$ cat config.mk
export PLATFORM = sky130hd
export DESIGN_NAME = wt_fetch2
export DESIGN_NICKNAME = d
export VERILOG_FILES = /design/src/rtl/wt_fetch_pkg.sv /design/src/rtl/wt_fetch_fifo2.sv /design/src/rtl/wt_fetch2.sv
export SDC_FILE = /design/constraint.sdc
export NUM_CORES = 1
export LEC_CHECK = 0
export ABC_AREA = 1
export CAP_MARGIN = 20
export CORE_AREA = 2 2 236 238
export DETAILED_ROUTE_END_ITERATION = 16
export DIE_AREA = 0 0 238 240
export GPL_ROUTABILITY_DRIVEN = 1
export PLACE_DENSITY = 0.81
export SLEW_MARGIN = 20
export SYNTH_ARGS = -nofsm -noshare
export SYNTH_HDL_FRONTEND = slang
export SYNTH_HIERARCHICAL = 1
export SYNTH_SLANG_ARGS = --single-unit
$ cat constraint.sdc
create_clock -name clk -period 19.69 [get_ports clk]
set_clock_uncertainty 0.15 [all_clocks]
set_input_delay 1.969 -clock clk [delete_from_list [all_inputs] [get_ports clk]]
set_output_delay 1.969 -clock clk [all_outputs]
set_load 0.02 [all_outputs]
$ cat src/rtl/wt_fetch_pkg.sv
// Shared types and constants for the layer-2 weight ROM fetch sequencer.
package wt_fetch_pkg;

  localparam int ADDR_WIDTH  = 7;
  localparam int DATA_WIDTH  = 144;
  localparam int DEPTH       = 76;
  localparam int WT_WIDTH    = 16;
  localparam int WT_PER_WORD = DATA_WIDTH / WT_WIDTH;
  localparam int PAIR_STRIDE = 2;

  typedef enum logic [1:0] {
    IDLE  = 2'd0,
    FETCH = 2'd1,
    DRAIN = 2'd2
  } state_t;

  typedef struct packed {
    logic                  last;
    logic [DATA_WIDTH-1:0] wt_b;
    logic [DATA_WIDTH-1:0] wt_a;
  } pair_t;

endpackage

$ cat src/rtl/wt_fetch_fifo2.sv
// Two-entry first-word-fall-through FIFO of weight pairs; the head is always
// visible on rd_data, and storage resets to zero so the idle head reads as 0.
module wt_fetch_fifo2
  import wt_fetch_pkg::*;
(
  input  logic       clk,
  input  logic       rst,
  input  logic       push,
  input  pair_t      wr_data,
  input  logic       pop,
  output pair_t      rd_data,
  output logic [1:0] count
);

  pair_t mem [2];
  logic  wr_ptr;
  logic  rd_ptr;
  logic  pop_eff;

  assign pop_eff = pop && (count != 2'd0);
  assign rd_data = mem[rd_ptr];

  always_ff @(posedge clk) begin
    if (rst) begin
      mem[0] <= '0;
      mem[1] <= '0;
      wr_ptr <= 1'b0;
      rd_ptr <= 1'b0;
      count  <= 2'd0;
    end else begin
      if (push) begin
        mem[wr_ptr] <= wr_data;
        wr_ptr      <= ~wr_ptr;
      end
      if (pop_eff) rd_ptr <= ~rd_ptr;
      case ({push, pop_eff})
        2'b10:   count <= count + 2'd1;
        2'b01:   count <= count - 2'd1;
        default: count <= count;
      endcase
    end
  end

endmodule

$ cat src/rtl/wt_fetch2.sv
// Layer-2 weight ROM read sequencer: walks a word range two words per cycle and
// streams word pairs out over valid/ready. Optional WT_FETCH2_RANGE_CHECK_EN.
//
// state | meaning
// IDLE  | waiting for start
// FETCH | address presented; ROM reads issued as buffer credit allows
// DRAIN | all reads issued; waiting for in-flight data and buffer to empty
module wt_fetch2
  import wt_fetch_pkg::*;
(
  input  logic                  clk,
  input  logic                  rst,
  input  logic                  start,
  input  logic [ADDR_WIDTH-1:0] base_addr,
  input  logic [ADDR_WIDTH-1:0] num_pairs,
  output logic [ADDR_WIDTH-1:0] addr_a,
  output logic [ADDR_WIDTH-1:0] addr_b,
  input  logic [DATA_WIDTH-1:0] q_a,
  input  logic [DATA_WIDTH-1:0] q_b,
  output logic                  out_valid,
  input  logic                  out_ready,
  output logic [DATA_WIDTH-1:0] out_wt_a,
  output logic [DATA_WIDTH-1:0] out_wt_b,
  output logic                  out_last,
  output logic                  busy,
  output logic                  done,
  output logic                  err
);

  localparam logic [ADDR_WIDTH-1:0] STRIDE = ADDR_WIDTH'(PAIR_STRIDE);

  state_t                state;
  logic [ADDR_WIDTH-1:0] num_r;
  logic [ADDR_WIDTH-1:0] issued;
  logic                  q_v;
  logic                  q_last;
  logic [1:0]            fifo_count;
  pair_t                 wr_pair;
  pair_t                 head;
  logic                  pop;
  logic                  credit;
  logic                  drain_empty;
  logic                  reject;
  logic [2:0]            outstanding;
  logic [2:0]            limit;

  // q_v marks a ROM read whose data lands on q_a/q_b this cycle.
  assign pop         = out_valid && out_ready;
  assign outstanding = {1'b0, fifo_count} + {2'b00, q_v};
  assign limit       = 3'd2 + {2'b00, pop};
  assign credit      = outstanding < limit;
  assign drain_empty = !q_v && ((fifo_count == 2'd0) || ((fifo_count == 2'd1) && pop));

`ifdef WT_FETCH2_RANGE_CHECK_EN
  localparam logic [ADDR_WIDTH+1:0] DEPTH_EXT = (ADDR_WIDTH+2)'(DEPTH);
  logic [ADDR_WIDTH+1:0] end_addr;
  assign end_addr = {2'b00, base_addr} + {1'b0, num_pairs, 1'b0};
  assign reject   = base_addr[0] || (end_addr > DEPTH_EXT);
`else
  assign reject   = 1'b0;
`endif

  assign wr_pair = '{last: q_last, wt_b: q_b, wt_a: q_a};

  wt_fetch_fifo2 u_fifo (
    .clk     (clk),
    .rst     (rst),
    .push    (q_v),
    .wr_data (wr_pair),
    .pop     (pop),
    .rd_data (head),
    .count   (fifo_count)
  );

  assign out_valid = (fifo_count != 2'd0);
  assign out_wt_a  = head.wt_a;
  assign out_wt_b  = head.wt_b;
  assign out_last  = head.last;

  always_ff @(posedge clk) begin
    if (rst) begin
      state  <= IDLE;
      addr_a <= '0;
      addr_b <= ADDR_WIDTH'(1);
      num_r  <= '0;
      issued <= '0;
      q_v    <= 1'b0;
      q_last <= 1'b0;
      busy   <= 1'b0;
      done   <= 1'b0;
      err    <= 1'b0;
    end else begin
      done <= 1'b0;
      err  <= 1'b0;
      q_v  <= 1'b0;
      case (state)
        IDLE: begin
          if (start) begin
            if (reject) begin
              err <= 1'b1;
            end else if (num_pairs == '0) begin
              done <= 1'b1;
            end else begin
              num_r  <= num_pairs;
              issued <= '0;
              addr_a <= base_addr;
              addr_b <= base_addr + ADDR_WIDTH'(1);
              busy   <= 1'b1;
              state  <= FETCH;
            end
          end
        end
        FETCH: begin
          // Issue only when the pair can be guaranteed a buffer slot.
          if (credit) begin
            q_v    <= 1'b1;
            q_last <= (issued == num_r - ADDR_WIDTH'(1));
            issued <= issued + ADDR_WIDTH'(1);
            addr_a <= addr_a + STRIDE;
            addr_b <= addr_b + STRIDE;
            if (issued + ADDR_WIDTH'(1) == num_r) state <= DRAIN;
          end
        end
        DRAIN: begin
          if (drain_empty) begin
            state <= IDLE;
            busy  <= 1'b0;
            done  <= 1'b1;
          end
        end
        default: state <= IDLE;
      endcase
    end
  end

endmodule

# == Word level (Yosys, flattened, before mapping) ==
# Memories as Yosys holds them, arrays and structs flattened. A register that Yosys moved wholly into a read port is not among the register bits.
# Index checks and enable logic that the tools add are counted.
# Widths: inputs -> output; s select.
# word_totals
input_bits,306
word_cells,97
mem_bits_rw,578
regBits,38
out_inout_bits,307
n_memories,1
# op_classes
eq_ne,12
addsub,9
n_lt_le_gt_ge,1
bitwise_logic,4
reduce_logical,20
muxes,38
# mem_list
name,depth,word_bits,rd,rd_ports_with_merged_regs,write_ports,line_no,source
u_fifo.mem,2,289,1,1,2,wt_fetch_fifo2.sv:15,pair_t mem [2];
# ops
cell,count
$mux 289,1
$reduce_or 289->1,1
$mux 7,9
$pmux 7 s2,3
$mux 1,16
$add 7x1->7 const B,2
$add 7x2->7 const B,2
$eq 7x7->1,2
$mux 2,5
$ne 2x2->1 const B,5
$reduce_and 4->1,2
$reduce_bool 2->1,4
$logic_not 7->1,1
$sub 7x1->7 const B,1
$eq 2x1->1 const B,3
$pmux 2 s3,1
$reduce_and 5->1,1
$eq 2x2->1 const B,2
$logic_and 1x1->1,4
$logic_not 2->1,2
$not 1->1,4
$pmux 1 s2,2
$pmux 2 s2,1
$add 2x1->3,1
9 further kinds,9

# == Logic depth before layout (Yosys ltp) ==
# depth
ltp_word,7
depth_mapped,12
ltp_nobuf,12

# == Cells and area by module ==
# The synthesis kept the hierarchy.
# modules_own_cells
module,cells_per_inst,instances,area_per_inst_um2,seq_area_each_um2
wt_fetch_fifo2,1866,1,25863.6,17456.7
wt_fetch2,315,1,2129.5,680.7

# == Worst setup path after synthesis ==
# No wires, ideal clock.
# synth_timing
path_type,input to register
startpoint,input port rst
endpoint,memory u_fifo/mem[1][0] in the netlist's numbering (enable)
setup_time_ns,0.664
slack_ns,10.098
cell_stages,6
arrival_ns,8.777
path_buffers,3
path_cell_list,inv_2 nand3_1 buf_2 buf_6 buf_6 nand2_1
# synth_lines
item,line_no,source
"start, declared",wt_fetch2.sv:12,"input logic rst,"
"end, declared",wt_fetch_fifo2.sv:15,

==> results.toml <==
[setup_path]
criticalPathCategory = "primary input to flop"
crit_arrival_ns = 6.49
critical_path.max_fanout = 74
timing.critical_path.required_ns = 19.77
startpoint_type = "primary input"
worstSetupEndpointType = "flop"

[timing]
fin_crit_sh = 0.326
setup_tns_ns = 0
hold_viol = 0
worst-slew-pin-transition_ns = 1.41
timing.slew.headroom = 0.0590
max_freq_ghz = 0.156
drv_slew = 0
rsz0062_at_grt = "no"
setup_viol_count_final = 0
fin_worst_hold_slack_ns = 0.304
finalCriticalPeriod_ns = 6.42

[route]
routed_wire_length_per_instance_um = 19.5
drt_first_pass_iters = 5
avgViaCountPerCell = 5.10
remaining_drc_errors = 0
first_iter_violations = 1177
drt.antenna.violating_nets = 0
routed-via-count = 18033
drt-total-wl_um = 68900

[clocking]
cts_buffer_depth = 3
clk_pin_slew_worst_paths_ns = 0.06
max_h_tree_level = 2
cts_post_setup_buffers_inserted = 0
cts-buffers-inserted = 61
buffer_type_at_the_clock_tree_root = "sky130_fd_sc_hd__clkbuf_16"
cts_num_sinks = 617
cts_hold_buffers = 0
cts_resized = 0
tritoncts_clock_tree = "built"
clk_latency_ns = 0.60

[grt]
globalRouteMet3Util = 0.0595
globalRoute.busiestLayer = "met2"
grtUsageTotal = 0.231
grt_antenna_before_repair = 18
global_route.overflow_total = 0
global_route.usage.met2 = 0.406
globalRouteMet1Util = 0.263
first_pass_grt_wire_length_um = 102000
largest_net_degree_at_the_start_of_global_routing = 161
via_count_of_the_first_global_routing_pass = 18408

[synth]
synth_fp_nets = 2495
postSynthRegisterBits = 617
share_of_the_yosys_chip_area_belonging_to_registers = 0.648
yosysTopAreaCellShare = 0.620
netlist-cell-type-count = 40
synth_enable_flop_cells = 578
yosys.cell_count.top_type = "sky130_fd_sc_hd__edfxtp_1"
ys_dominant_reg_cell = "sky130_fd_sc_hd__edfxtp_1"
syn_area_per_cell_um2 = 12.8
synthCells = 2181
async_reset_ff_frac = 0
syn_area_um2 = 28000
synth.top_cells.by_area = "sky130_fd_sc_hd__edfxtp_1, sky130_fd_sc_hd__mux2_4, sky130_fd_sc_hd__nor2_1"
synth_common_cells = "sky130_fd_sc_hd__edfxtp_1, sky130_fd_sc_hd__nor2_1, sky130_fd_sc_hd__inv_1, sky130_fd_sc_hd__mux2_4, sky130_fd_sc_hd__nor2_2"
ys_warn_count = 6
netlist.top_cell.by_area = "sky130_fd_sc_hd__edfxtp_1"

[die]
coreArea_um2 = 54700
start_util = 0.512
area_enclosed_by_the_die_boundary_um2 = 57100
die-width_um = 238
placement_rows = 86
top_level_ports = 613
die-height_um = 240

[cells_and_area]
area_delta_synth_final_pct = 30.0
nets = 3075
final_core_util = 0.666
post_route_cells_drive_above_1_share = 0.185
fin_area_um2 = 36400

[place]
gp_congestion = 0.842
io_buffer_count = 611
hpwlAfterDp_um = 45700
detailed_place.area_um2 = 34400

[power_and_ir_drop]
power_mw = 3.08
total_leakage_power_nw = 15.0
vdd.ir_drop.worst_mv = 0.0674
power_density_of_the_placed_cells_nw_per_um2 = 84.8

[min_path]
hold_class = "flop to flop"

[run]
max_cap_viol_count = 0

[run_status]
outcome = "finished clean"
placed cells by master (no fill, tap or decap), types with 6 or more instances in the layout:
cell	instances
sky130_fd_sc_hd__a21oi_1	24
sky130_fd_sc_hd__buf_4	11
sky130_fd_sc_hd__bufinv_16	6
sky130_fd_sc_hd__clkbuf_1	9
sky130_fd_sc_hd__clkbuf_16	62
sky130_fd_sc_hd__clkdlybuf4s50_1	611
sky130_fd_sc_hd__clkinv_1	12
sky130_fd_sc_hd__clkinv_2	19
sky130_fd_sc_hd__dfxtp_1	38
sky130_fd_sc_hd__diode_2	19
sky130_fd_sc_hd__edfxtp_1	578
sky130_fd_sc_hd__ha_1	8
sky130_fd_sc_hd__inv_1	330
sky130_fd_sc_hd__inv_2	6
sky130_fd_sc_hd__mux2_2	79
sky130_fd_sc_hd__mux2_4	210
sky130_fd_sc_hd__nand2_1	67
sky130_fd_sc_hd__nand3_1	26
sky130_fd_sc_hd__nor2_1	520
sky130_fd_sc_hd__nor2_2	99
sky130_fd_sc_hd__o21ai_0	34
sky130_fd_sc_hd__xor2_1	8
where the power goes:
group,internal [mW],total [mW],leakage (nW),switching (mW)
Clock,0.657,1.15,0.968,0.490
Combinational,0.197,0.404,7.67,0.207
Sequential,1.51,1.53,6.31,0.0277
metal layers:
layer | vias to the layer above | wire (um)
met3 | 163 | 5130
met2 | 670 | 35900
met4 | 8 | 2820
met1 | 8812 | 24900
met5 | - | 46
li1 | 8380 | -
worst max-delay path, stage by stage:
cell and delay [ns]:
sky130_fd_sc_hd__clkdlybuf4s50_1 0.65, sky130_fd_sc_hd__inv_2 0.33, sky130_fd_sc_hd__nand3_4 0.58, sky130_fd_sc_hd__nand2_4 1.03
sky130_fd_sc_hd__buf_4 0.89, sky130_fd_sc_hd__buf_4 0.88
final cells by class:
class	instances	area, um2
sequential	617	18100
clock inverter	43	374
multi-input combinational	1120	7830
clock buffer	72	1600
inverter	336	1260
fill	3806	18300
antenna	19	47.5
timing repair buffer	625	6250
tap	704	881
through the flow:
step / setup slack (ns) / instances
after floorplan: 10.10 / 2181
after global placement: 12.67 / 3402
after detailed placement: 12.64 / 3402
after CTS: 13.27 / 3517
after global routing: 12.97 / 3529
final: 13.27 / 3536
worst paths after layout:
path	start	to	slack, ns	cells after the start
worst max-delay path	rst	u_fifo/mem[1][142]	13.27	6
worst min-delay path	addr_a[0]	addr_a[0]	0.30	2
worst max register to register	q_v	u_fifo/mem[1][142]	15.19	4
worst min register to register	addr_a[0]	addr_a[0]	0.30	2
sequential cells by signal (all words and copies together), names as in the netlist, named ones only:
| register | cells |
|---|---|
| addr_a | 7 |
| addr_b | 7 |
| busy | 1 |
| done | 1 |
| issued | 7 |
| num_r | 7 |
| q_last | 1 |
| q_v | 1 |
| state | 2 |
| u_fifo/count | 2 |
| u_fifo/mem | 578 |
| u_fifo/rd_ptr | 1 |
| u_fifo/wr_ptr | 1 |
kinds of logic (layout without fill, tap and decap cells):
logic type               count (synthesis)  after routing  share of synthesized area
other                                    1             20                   0.000134
AO/OA/AOI/OAI                           77             77                     0.0156
AND/OR/NAND/NOR                        732            732                      0.110
XOR/XNOR                                13             13                    0.00456
buffers and inverters                  444           1076                     0.0737
flip-flops                             617            617                      0.648
multiplexers                           289            289                      0.144
adder cells (fa/ha/maj)                  8              8                    0.00358
Power figures use the tool's default switching activity.
